**config.mk**
```make
export PLATFORM = sky130hd
export DESIGN_NAME = shift_pattern_sequencer
export DESIGN_NICKNAME = d
export VERILOG_FILES = /design/src/rtl/shift_seq_pkg.sv /design/src/rtl/shift_pattern_sequencer_prescaler.sv /design/src/rtl/shift_pattern_sequencer.sv
export SDC_FILE = /design/constraint.sdc
export NUM_CORES = 1
export LEC_CHECK = 0
export ABC_AREA = 1
export ABC_CLOCK_PERIOD_IN_PS = 6000
export CAP_MARGIN = 10
export CORE_ASPECT_RATIO = 0.6
export CORE_MARGIN = 1.5
export CORE_UTILIZATION = 45
export DETAILED_ROUTE_END_ITERATION = 6
export GPL_TIMING_DRIVEN = 0
export MAX_ROUTING_LAYER = met4
export PLACE_DENSITY = 0.69
export SETUP_SLACK_MARGIN = 0.15
export SYNTH_ARGS = -nofsm -noshare
export SYNTH_HDL_FRONTEND = slang
export SYNTH_SLANG_ARGS = --single-unit
```
**constraint.sdc**
```tcl
create_clock -name clk -period 6 [get_ports clk]
set_clock_uncertainty 0.1 [all_clocks]
set_input_delay 0.6 -clock clk [delete_from_list [all_inputs] [get_ports clk]]
set_output_delay 0.6 -clock clk [all_outputs]
set_load 0.02 [all_outputs]
```
**src/rtl/shift_seq_pkg.sv**
```systemverilog
// Shared types and constants for the shift pattern sequencer.
package shift_seq_pkg;

  localparam int DEF_WIDTH  = 8;
  localparam int DEF_SIZE   = 16;
  localparam int DEF_RATE_W = 16;

  // Command opcodes carried on cmd_op
  typedef enum logic [2:0] {
    OP_NOP      = 3'd0,
    OP_WRITE    = 3'd1,
    OP_RUN      = 3'd2,
    OP_STOP     = 3'd3,
    OP_STEP     = 3'd4,
    OP_SET_RATE = 3'd5,
    OP_SET_DIR  = 3'd6,
    OP_CLEAR    = 3'd7
  } op_e;

  // Opcode 0 doubles as READ when readback is built in
  localparam logic [2:0] OP_READ = 3'd0;

  typedef enum logic [0:0] {
    ST_IDLE = 1'b0,
    ST_RUN  = 1'b1
  } state_e;

  // Power-on pattern, index 0 first; larger stores are zero-filled
  localparam int RST_PAT_LEN = 16;
  localparam logic [7:0] RST_PATTERN [RST_PAT_LEN] = '{
    8'h00, 8'h00, 8'h00, 8'h00, 8'h10, 8'h20, 8'h40, 8'hFF,
    8'hFF, 8'h40, 8'h20, 8'h10, 8'h00, 8'h00, 8'h00, 8'h00
  };

  function automatic logic [7:0] reset_elem(input int idx);
    logic [3:0] sel;
    sel = idx[3:0];
    if (idx < RST_PAT_LEN) return RST_PATTERN[sel];
    return 8'h00;
  endfunction

endpackage

```
**src/rtl/shift_pattern_sequencer_prescaler.sv**
```systemverilog
// Rate prescaler: counts 0..rate while enabled and flags the cycle a shift is due.
module shift_rate_prescaler #(
  parameter int RATE_W = 16
) (
  input  logic              clk,
  input  logic              rst,
  input  logic              enable_i,
  input  logic              clear_i,
  input  logic [RATE_W-1:0] rate_i,
  output logic              shift_due_o
);

  logic [RATE_W-1:0] cnt_q;
  logic [RATE_W-1:0] cnt_d;

  assign shift_due_o = enable_i && (cnt_q == rate_i);

  // Counter restarts after each due cycle and is parked at zero when disabled
  always_comb begin
    cnt_d = cnt_q + 1'b1;
    if (!enable_i || clear_i || shift_due_o) cnt_d = '0;
  end

  // Counter register
  always_ff @(posedge clk or posedge rst) begin
    if (rst) cnt_q <= '0;
    else     cnt_q <= cnt_d;
  end

endmodule

```
**src/rtl/shift_pattern_sequencer.sv**
```systemverilog
// Rotating pattern store with command interface.
// Optional readback is enabled by defining SHIFT_SEQ_READBACK_EN.
module shift_pattern_sequencer
  import shift_seq_pkg::*;
#(
  parameter int                WIDTH        = DEF_WIDTH,
  parameter int                SIZE         = DEF_SIZE,
  parameter int                RATE_W       = DEF_RATE_W,
  parameter logic [RATE_W-1:0] DEFAULT_RATE = '0
) (
  input  logic                    clk,
  input  logic                    rst,
  input  logic                    cmd_valid,
  output logic                    cmd_ready,
  input  logic [2:0]              cmd_op,
  input  logic [$clog2(SIZE)-1:0] cmd_addr,
  input  logic [RATE_W-1:0]       cmd_arg,
  output logic [WIDTH*SIZE-1:0]   reg_out,
  output logic                    running,
  output logic                    shift_pulse,
  output logic                    wrap_pulse,
  output logic                    rd_valid,
  output logic [WIDTH-1:0]        rd_data
);

  localparam int AW = $clog2(SIZE);

  state_e            state_q, state_d;
  logic [RATE_W-1:0] rate_q, rate_d;
  logic              dir_q, dir_d;
  logic [AW-1:0]     pos_q, pos_d;
  logic [WIDTH-1:0]  elem_q [SIZE];
  logic              shift_pulse_q, wrap_pulse_q;

  logic shift_due, cmd_fire, pre_clear, step_req, wr_en, clr_all, do_shift;
  op_e  op;

  assign op        = op_e'(cmd_op);
  // A due shift holds commands off for one cycle so writes never race a shift
  assign cmd_ready = !shift_due;
  assign cmd_fire  = cmd_valid && cmd_ready;
  assign running   = (state_q == ST_RUN);

  shift_rate_prescaler #(.RATE_W(RATE_W)) u_prescaler (
    .clk        (clk),
    .rst        (rst),
    .enable_i   (state_q == ST_RUN),
    .clear_i    (pre_clear),
    .rate_i     (rate_q),
    .shift_due_o(shift_due)
  );

  // Command decode and control next-state
  always_comb begin
    state_d   = state_q;
    rate_d    = rate_q;
    dir_d     = dir_q;
    pre_clear = 1'b0;
    step_req  = 1'b0;
    wr_en     = 1'b0;
    clr_all   = 1'b0;
    if (cmd_fire) begin
      case (op)
        OP_WRITE:    wr_en = 1'b1;
        OP_RUN:      if (state_q == ST_IDLE) begin
                       state_d   = ST_RUN;
                       pre_clear = 1'b1;
                     end
        OP_STOP:     state_d = ST_IDLE;
        OP_STEP:     step_req = (state_q == ST_IDLE);
        OP_SET_RATE: begin
                       rate_d    = cmd_arg;
                       pre_clear = 1'b1;
                     end
        OP_SET_DIR:  dir_d = cmd_arg[0];
        OP_CLEAR:    clr_all = 1'b1;
        default:     ;
      endcase
    end
    do_shift = shift_due || step_req;
  end

  // Rotation position tracks net shifts; CLEAR realigns it to zero
  always_comb begin
    pos_d = pos_q;
    if (clr_all)       pos_d = '0;
    else if (do_shift) pos_d = dir_q ? (pos_q - 1'b1) : (pos_q + 1'b1);
  end

  // Control registers and status strobes
  always_ff @(posedge clk or posedge rst) begin
    if (rst) begin
      state_q       <= ST_IDLE;
      rate_q        <= DEFAULT_RATE;
      dir_q         <= 1'b0;
      pos_q         <= '0;
      shift_pulse_q <= 1'b0;
      wrap_pulse_q  <= 1'b0;
    end else begin
      state_q       <= state_d;
      rate_q        <= rate_d;
      dir_q         <= dir_d;
      pos_q         <= pos_d;
      shift_pulse_q <= do_shift;
      wrap_pulse_q  <= do_shift && (pos_d == '0);
    end
  end

  assign shift_pulse = shift_pulse_q;
  assign wrap_pulse  = wrap_pulse_q;

  generate
    for (genvar gi = 0; gi < SIZE; gi++) begin : g_elem
      localparam int               PREV    = (gi + SIZE - 1) % SIZE;
      localparam int               NEXT    = (gi + 1) % SIZE;
      localparam logic [WIDTH-1:0] RST_VAL = WIDTH'(reset_elem(gi));

      logic [WIDTH-1:0] elem_d;

      // Element next value: clear beats shift beats write
      always_comb begin
        elem_d = elem_q[gi];
        if (clr_all)       elem_d = '0;
        else if (do_shift) elem_d = dir_q ? elem_q[NEXT] : elem_q[PREV];
        else if (wr_en && (cmd_addr == AW'(gi))) elem_d = cmd_arg[WIDTH-1:0];
      end

      // Element storage
      always_ff @(posedge clk or posedge rst) begin
        if (rst) elem_q[gi] <= RST_VAL;
        else     elem_q[gi] <= elem_d;
      end

      assign reg_out[gi*WIDTH +: WIDTH] = elem_q[gi];
    end
  endgenerate

`ifdef SHIFT_SEQ_READBACK_EN
  logic             rd_valid_q;
  logic [WIDTH-1:0] rd_data_q;

  // Readback captures the element as it stood when the READ was accepted
  always_ff @(posedge clk or posedge rst) begin
    if (rst) begin
      rd_valid_q <= 1'b0;
      rd_data_q  <= '0;
    end else begin
      rd_valid_q <= cmd_fire && (cmd_op == OP_READ);
      if (cmd_fire && (cmd_op == OP_READ)) rd_data_q <= elem_q[cmd_addr];
    end
  end

  assign rd_valid = rd_valid_q;
  assign rd_data  = rd_data_q;
`else
  assign rd_valid = 1'b0;
  assign rd_data  = '0;
`endif

endmodule

```
---- After elaboration in Yosys (flattened, before gate mapping) ----
Index checks and enable logic that the tools add are counted.
cells by class
  add/subtract/negate cells ............... 3
  reductions and logical operators ........ 46
  bitwise operators ....................... 1
  equal/unequal tests ..................... 23
  multiplexer cells ....................... 78
operators with widths
  cell                                                  number
  2-to-1 mux 8 bit                                      64
  nonzero test 3 bit                                    16
  equality test 4 bit (second input constant)           8
  logical AND 1 bit                                     19
  adder 16 x 1 -> 16 bit (second input constant)        1
  equality test 16 bit                                  1
  equality test 4 x 3 -> 1 bit (second input constant)  4
  2-to-1 mux 16 bit                                     1
  equality test 3 bit (second input constant)           4
  2-to-1 mux 4 bit                                      3
  equality test 4 x 2 -> 1 bit (second input constant)  2
  zero test 4 bit                                       2
  2-to-1 mux 1 bit                                      8
  equality test 3 x 2 -> 1 bit (second input constant)  2
  AND reduction 2 bit                                   3
  adder 4 x 1 -> 4 bit (second input constant)          1
  equality test 4 x 1 -> 1 bit (second input constant)  1
  case mux 1 bit (2 select lines)                       2
  subtractor 4 x 1 -> 4 bit (second input constant)     1
  equality test 3 x 1 -> 1 bit (second input constant)  1
  logical OR 1 bit                                      3
  zero test 1 bit                                       2
  nonzero test 2 bit                                    1
  inverter 1 bit                                        1
word-level totals
  input port bits ......................... 26
  output and inout bits ................... 141
  register bits ........................... 168

---- Logic depth before layout (Yosys ltp) ----
Gate-level depths: netlist of the first run.
  word-level depth ........................ 10
  depth in mapped cells ................... 16
  depth with buffers taken out ............ 15

---- Cells and area by module ----
From an unflattened synthesis of the first run, not the netlist that was laid out.
unflattened totals
  cell total of the unflattened synthesis .. 1378
  area, all modules ....................... 10034.6 sq um
modules (own cells, without submodules)
  module                   area each (sq um)  cells an instance  seq. area each (sq um)  instances
  shift_pattern_sequencer  8767.2             1188               3831.2                  1
  shift_rate_prescaler     1267.5             190                400.4                   1

---- Worst setup path after synthesis of the first run ----
No wires, ideal clock.
  kind .................................... register -> register
  start ................................... register dir_q
  end ..................................... register wrap_pulse_q, in the netlist wrap_pulse
  setup slack ............................. 3822 ps
  required time ........................... 5780 ps
  setup time .............................. 120 ps
  arrival ................................. 1958 ps
  stages on the path, launching flop included .. 14
  path through ............................ dfrtp_1 -> clkbuf_1 -> inv_1 -> clkbuf_1 -> clkbuf_1 -> fa_1 -> inv_1 -> nand2_1 -> nand2_1 -> nand2_1 -> nand2_1 -> inv_1 -> nand2_1 -> nor2_1
on the way
  longest elaborated chain between the ends .. 5
RTL lines
  what                            RTL line                        RTL
  start, declared                 shift_pattern_sequencer.sv:30   logic dir_q, dir_d;
  start signal, assigned          shift_pattern_sequencer.sv:102  dir_q <= dir_d;
  2-to-1 mux 4 bit (2 in series)  shift_pattern_sequencer.sv:87   else if (do_shift) pos_d = dir_q ? (pos_q - 1'b1) : (pos_q + 1'b1);
  2-to-1 mux 4 bit                shift_pattern_sequencer.sv:86   if (clr_all) pos_d = '0;
  zero test 4 bit                 shift_pattern_sequencer.sv:105  wrap_pulse_q <= do_shift && (pos_d == '0);
  logical AND 1 bit               shift_pattern_sequencer.sv:105
  end signal, assigned            shift_pattern_sequencer.sv:105
  end, declared                   shift_pattern_sequencer.sv:33   logic shift_pulse_q, wrap_pulse_q;
No other way between the ends.
A chain may end at the register's enable or synchronous reset.

---- Worst setup path in the final report of the first run ----
  start ................................... register u_prescaler.cnt_q[2]
  end ..................................... output cmd_ready
on the way
  longest elaborated chain between the ends .. 3
RTL lines
  what                    RTL line                                 RTL
  start, declared         shift_pattern_sequencer_prescaler.sv:13  logic [RATE_W-1:0] cnt_q;
  start signal, assigned  shift_pattern_sequencer_prescaler.sv:27  else cnt_q <= cnt_d;
  equality test 16 bit    shift_pattern_sequencer_prescaler.sv:16  assign shift_due_o = enable_i && (cnt_q == rate_i);
  logical AND 1 bit       shift_pattern_sequencer_prescaler.sv:16
  zero test 1 bit         shift_pattern_sequencer.sv:40            assign cmd_ready = !shift_due;
  end, declared           shift_pattern_sequencer.sv:14            output logic cmd_ready,
No other way between the ends.

==> results of run 1 <==
-- tightest hold or removal path: cells and delay by family, from the launching register on --
| family | cells | cell delay [ns] |
|---|---|---|
| AO/OA/AOI/OAI | 1 | 0.06 |
| flip-flops | 1 | 0.34 |
| AND/OR/NAND/NOR | 1 | 0.06 |
-- kinds of logic after synthesis --
group                      count (synthesis)
other                                      1
and+or+nand+nor                          988
buffers and inverters                    197
DFF                                      168
xor gates and xnor gates                   8
muxes                                      2
adders and majority gates                  4
AOI/OAI and AO/OA                        161
-- power groups by stage --
stage	sequential [uW]	clock (uW)	combinational (uW)
2_1_floorplan	1790	0	735
3_3_place_gp	1660	0	1620
3_5_place_dp	1660	0	1630
4_1_cts	1640	1170	1640
5_1_grt	1670	1210	1800
6_report	1660	1170	1670
-- stage by stage --
step,hold WS [ns],TNS (ns)
floorplan,0.353,0
global placement,0.373,-259.71
detailed placement,0.381,0
CTS,0.395,0
global route,0.415,0
finish,0.395,0
-- cell type report --
cell class	instances	area (sq um)	share of cell area
well taps	308	385	0.0299
plain buffers	82	428	0.0332
flip-flops and latches	168	4230	0.329
clock buffers	23	478	0.0371
multi-input cells	1172	5200	0.404
repair buffers	158	1600	0.124
inverters	115	439	0.0341
clock inverters	9	121	0.00942
-- synth_stat cells, types with 2 or more instances --
cell type	count
nand4_1	8
nor4_1	2
ha_1	3
nor3b_1	4
nand3_2	2
nor3_1	6
buf_2	26
a31oi_1	2
o21ai_2	5
buf_1	6
inv_1	109
o21ai_0	4
nand2_4	21
o21ai_1	3
nor2_1	449
a21oi_1	145
nand2_2	13
dfrtp_1	146
xnor2_1	3
buf_4	15
nor2_2	2
xor2_1	5
inv_2	6
nand3_1	147
clkbuf_1	32
dfstp_2	22
buf_6	2
nand2_1	330
mux2_2	2
-- sequential cells by signal, summed over array words and instances, names as in the netlist --
name / cells
wrap_pulse: 1
pos_q: 4
rate_q: 16
running: 1
u_prescaler.cnt_q: 16
shift_pulse: 1
dir_q: 1
reg_out: 128
-- how the worst min path moves through the flow --
| stage | from | end | slack [ns] | cells past startpoint |
|---|---|---|---|---|
| final | rate_q[0] | rate_q[0] | 0.40 | 2 |
| after CTS | rate_q[0] | rate_q[0] | 0.39 | 2 |
| after global routing | rate_q[0] | rate_q[0] | 0.41 | 2 |
| after detailed placement | rate_q[0] | rate_q[0] | 0.38 | 2 |
| after floorplan | rate_q[0] | rate_q[0] | 0.35 | 2 |
| after global placement | rate_q[0] | rate_q[0] | 0.37 | 2 |
-- metal layers --
layer / GRT usage / routed length (um) / vias up
met5: - / 0 / -
met2: 0.449 / 15600 / 647
met1: 0.541 / 19300 / 5199
met3: 0.0894 / 4570 / 34
met4: 0.0687 / 379 / 0
li1: - / - / 5168
==> flow_summary.toml, run 1 <==
[route]
drtIter0Drc = 1408
totalWireLength_um = 39800
route.vias.total = 11000
viasPerCell = 5.43
drtPass1Iterations = 6
drc = 0
drtAntennaViolNets = 0
routedWlPerCell_um = 19.6

[sta]
finalCriticalPeriod_ns = 3.11
rsz0062_at_grt = "no"
setup_viol = 0
fmax_ghz = 0.322
slew_violations = 0
hold_viol_final = 0
setup_ws_ns = 2.89
period_share = 0.518
slew_headroom = 0.435
tightest_slew_ns = 0.842

[synthesis]
yosys.area_share.simple = 0.408
syn_inst = 1529
yosys-mux-area-fraction = 0.00220
synth_top_area_frac = 0.356
synth_top_area_cell = "dfrtp_1"
synthAdderAreaFrac = 0.00561
synth-seq-area-share = 0.412
synth_seq_cells = 168
syn_area_sq_um = 10300
async_reset_ff_frac = 1.00
synthFlopType = "dfrtp_1"
synth_top_family_by_area = "simple AND/OR/NAND/NOR gates"
synth_cell_types = 38
synth_compound_area_frac = 0.0812
synth_xor_area_frac = 0.00683
syn_avg_cell_area_sq_um = 6.71
synth.area.top_cells = "dfrtp_1 36%, nor2_1 16%, nand2_1 12%, nand3_1 7.2%, a21oi_1 7.1%"
synth_edf_count = 0
yosysWarnings = 0

[power]
comb_power_share = 0.371
clock_power_share = 0.261
p_int_uw = 2710
netSwitchingFraction = 0.397
switchingPower_uw = 1780
p_leak_uw = 0.00658
power.density_nw_per_um2 = 349
power_frac_seq = 0.368
ir_drop_mv = 0.222
total_power_uw = 4490

[cells_and_area]
diodes = 0
layout_commonest_cell = "nor2_1"
post-route-util = 0.579
finalNonFillerCells = 2035
num-fill-cells = 2216
area_growth_pct = 25.5
final_cell_area_sq_um = 12900
final_cell_mix = "449 x nor2_1, 330 x nand2_1, 157 x clkdlybuf4s50_1"
nets = 1744
drive_gt1_frac = 0.0863

[grt]
antenna_found_initial = 0
grt_start_max_net_pins = 116
track_usage = 0.349
grt_pass1_wl_um = 59600
grt_pass1_vias = 9842
grt_overflow = 0

[setup_path]
crit_buf_inv = 2
crit_chain = "inv_1, nand2_1, o2111ai_1, nor4_1, nand4_1, clkdlybuf4s50_1"
critPathLaunch = "u_prescaler.cnt_q[2]"
endpoint = "cmd_ready"
endpoint_kind = "output pin"
cpMaxStageDelayCell = "clkdlybuf4s50_1"
reg2reg_to = "wrap_pulse"
r2r-start = "dir_q"
crit_arrival_ns = 2.41
rr_worst_depth = 13
critical_path.startpoint_type = "flip-flop"
cp_max_fo = 5
slowest_delay_ns = 0.59
critPathRequiredTime_ns = 5.30
crit_cells = 6
reg2reg_slack_ns = 3.09
critPathTopFamily = "simple AND/OR/NAND/NOR gates"
criticalPathCategory = "reg2out"

[die]
ioPinCount = 167
dieArea_sq_um = 23700
rows = 42
core_area_sq_um = 22200
start_util = 0.462
dieWidth_um = 198
die_y_um = 120

[clock_tree]
cts_made_buffers = 17
cts_tree = "built"
cts_setup_buffers = 0
cts_buffer_depth = 2
root_buffer = "clkbuf_16"
holdBufCountCts = 0
cts_resized = 0
clock_sinks = 168
htreeDepth = 4
path_clk_slew_ns = 0.07
clock_latency_ns = 0.46

[run]
drv_cap = 0

[placed_design]
pre_cts_slack_ns = 2.82
dp_hpwl_um = 29700
place_congestion = 0.970
portBuffers = 157
placed_cell_area_sq_um = 12300
placedCellCount = 2003

[run_status]
status = "complete, no violations"

[hold_path]
min_path_type = "reg2reg"
(Power assumes the default switching activity.)
==> run 2, diff against run 1 <==
Settings changed: ABC_CLOCK_PERIOD_IN_PS 6000 to 3200.
Clock period 6 ns to 3.2 ns, I/O delays scaled along.
==> flow_summary.toml, run 2 (synthesis results as in run 1) <==
[run_status]
status = "complete, but fails checks"
violations = "design-rule violations"

[die]
start_util = 0.462
ioPinCount = 167
core_area_sq_um = 22200
die_y_um = 120
rows = 42
dieArea_sq_um = 23700
dieWidth_um = 198

[power]
switchingPower_uw = 3390
comb_power_share = 0.371
power_frac_seq = 0.366
p_int_uw = 5090
ir_drop_mv = 0.429
power.density_nw_per_um2 = 655
total_power_uw = 8480
p_leak_uw = 0.00661
clock_power_share = 0.263
netSwitchingFraction = 0.400

[clock_tree]
holdBufCountCts = 0
cts_made_buffers = 17
cts_resized = 0
path_clk_slew_ns = 0.07
cts_setup_buffers = 0
htreeDepth = 4
clock_sinks = 168
clock_latency_ns = 0.46
root_buffer = "clkbuf_16"
cts_tree = "built"
cts_buffer_depth = 2

[sta]
setup_tns_ns = 0
period_share = 0.922
setup_viol = 0
slew_headroom = 0.415
hold_viol_final = 0
rsz0062_at_grt = "no"
fmax_ghz = 0.339
tightest_slew_ns = 0.871
whs_ns = 0.220
finalCriticalPeriod_ns = 2.95
setup_ws_ns = 0.251
slew_violations = 0

[setup_path]
crit_arrival_ns = 3.19
slowest_delay_ns = 0.52
cpMostUsedCell = "nand2_1"
r2r-start = "dir_q"
critical_path.startpoint_type = "flip-flop"
crit_chain = "clkbuf_1, inv_1, buf_1, clkbuf_1, fa_1, inv_1, nand2_1, nand2_1, nand2_1, nand2_1, inv_1, nand2_1, nor2_1"
critPathTopFamily = "buffers and inverters"
cpMaxStageDelayCell = "buf_1"
critPathRequiredTime_ns = 3.44
cp_max_fo = 10
crit_buf_inv = 6
criticalPathCategory = "reg2reg"
reg2reg_slack_ns = 0.25
endpoint_kind = "flip-flop"
critPathLaunch = "dir_q"

[placed_design]
pre_cts_slack_ns = 0.337
portBuffers = 157
dp_hpwl_um = 30700
placed_cell_area_sq_um = 12300
place_congestion = 0.960

[route]
viasPerCell = 5.45
routedWlPerCell_um = 19.9
totalWireLength_um = 40500
route.vias.total = 11100
drtAntennaViolNets = 0
drtIter0Drc = 1357
drtPass1Iterations = 7
drc = 2

[hold_path]
min_path_type = "in2async"

[grt]
track_usage = 0.359
grt_overflow = 0
antenna_found_initial = 0
grt_pass1_wl_um = 60900
grt_pass1_vias = 10100
grt_start_max_net_pins = 39

[cells_and_area]
area_growth_pct = 26.3
layout_commonest_cell = "nor2_1"
nets = 1747
final_cell_area_sq_um = 13000
diodes = 0
drive_gt1_frac = 0.0890
largest_register_ffs = 128
final_cell_mix = "449 x nor2_1, 330 x nand2_1, 157 x clkdlybuf4s50_1"

[run]
drv_cap = 0
==> run 2: layout make-up <==
class	count	area [sq um]
clock buffer	23	510
inverter	115	435
buffer	82	428
sequential	168	4230
clock inverter	9	113
fill	2164	9280
multi-input combinational	1172	5200
tap	308	385
timing repair buffer	161	1650
==> run 2: power by group through the flow <==
stage / Sequential [uW] / Combinational, uW / Clock, uW
floorplan: 3360 / 1380 / 0
global placement: 3110 / 3030 / 0
detailed placement: 3110 / 3080 / 0
CTS: 3080 / 3100 / 2240
global route: 3140 / 3400 / 2320
finish: 3100 / 3150 / 2230
==> run 2: routing by layer <==
layer,vias up,global-route usage,part of all wire
li1,5160,-,-
met1,5259,0.547,0.47
met2,631,0.450,0.38
met3,60,0.115,0.13
met4,0,0.0782,0.014
met5,-,-,0
==> run 2: through the flow <==
step            util  std cells
2_1_floorplan      -       1537
3_3_place_gp   0.551       2002
3_5_place_dp   0.555       2006
4_1_cts        0.583       2038
5_1_grt        0.583       2038
6_report       0.583       2038
==> run 2: path summary, 6_finish.rpt <==
path | endpoint | cells after the start
min in group clk | rate_q[12] | 3
worst max-delay path | wrap_pulse | 13
worst min-delay path | reg_out[76] | 2
worst min register to register | reg_out[85] | 2
max in group asynchronous | reg_out[45] | 5
worst max register to register | wrap_pulse | 13
==> run 3, diff against run 2 <==
Settings changed: CAP_MARGIN 10 to 20.
==> results of run 3 <==
No change in the layout: final DEF, timing and power equal those of run 2.
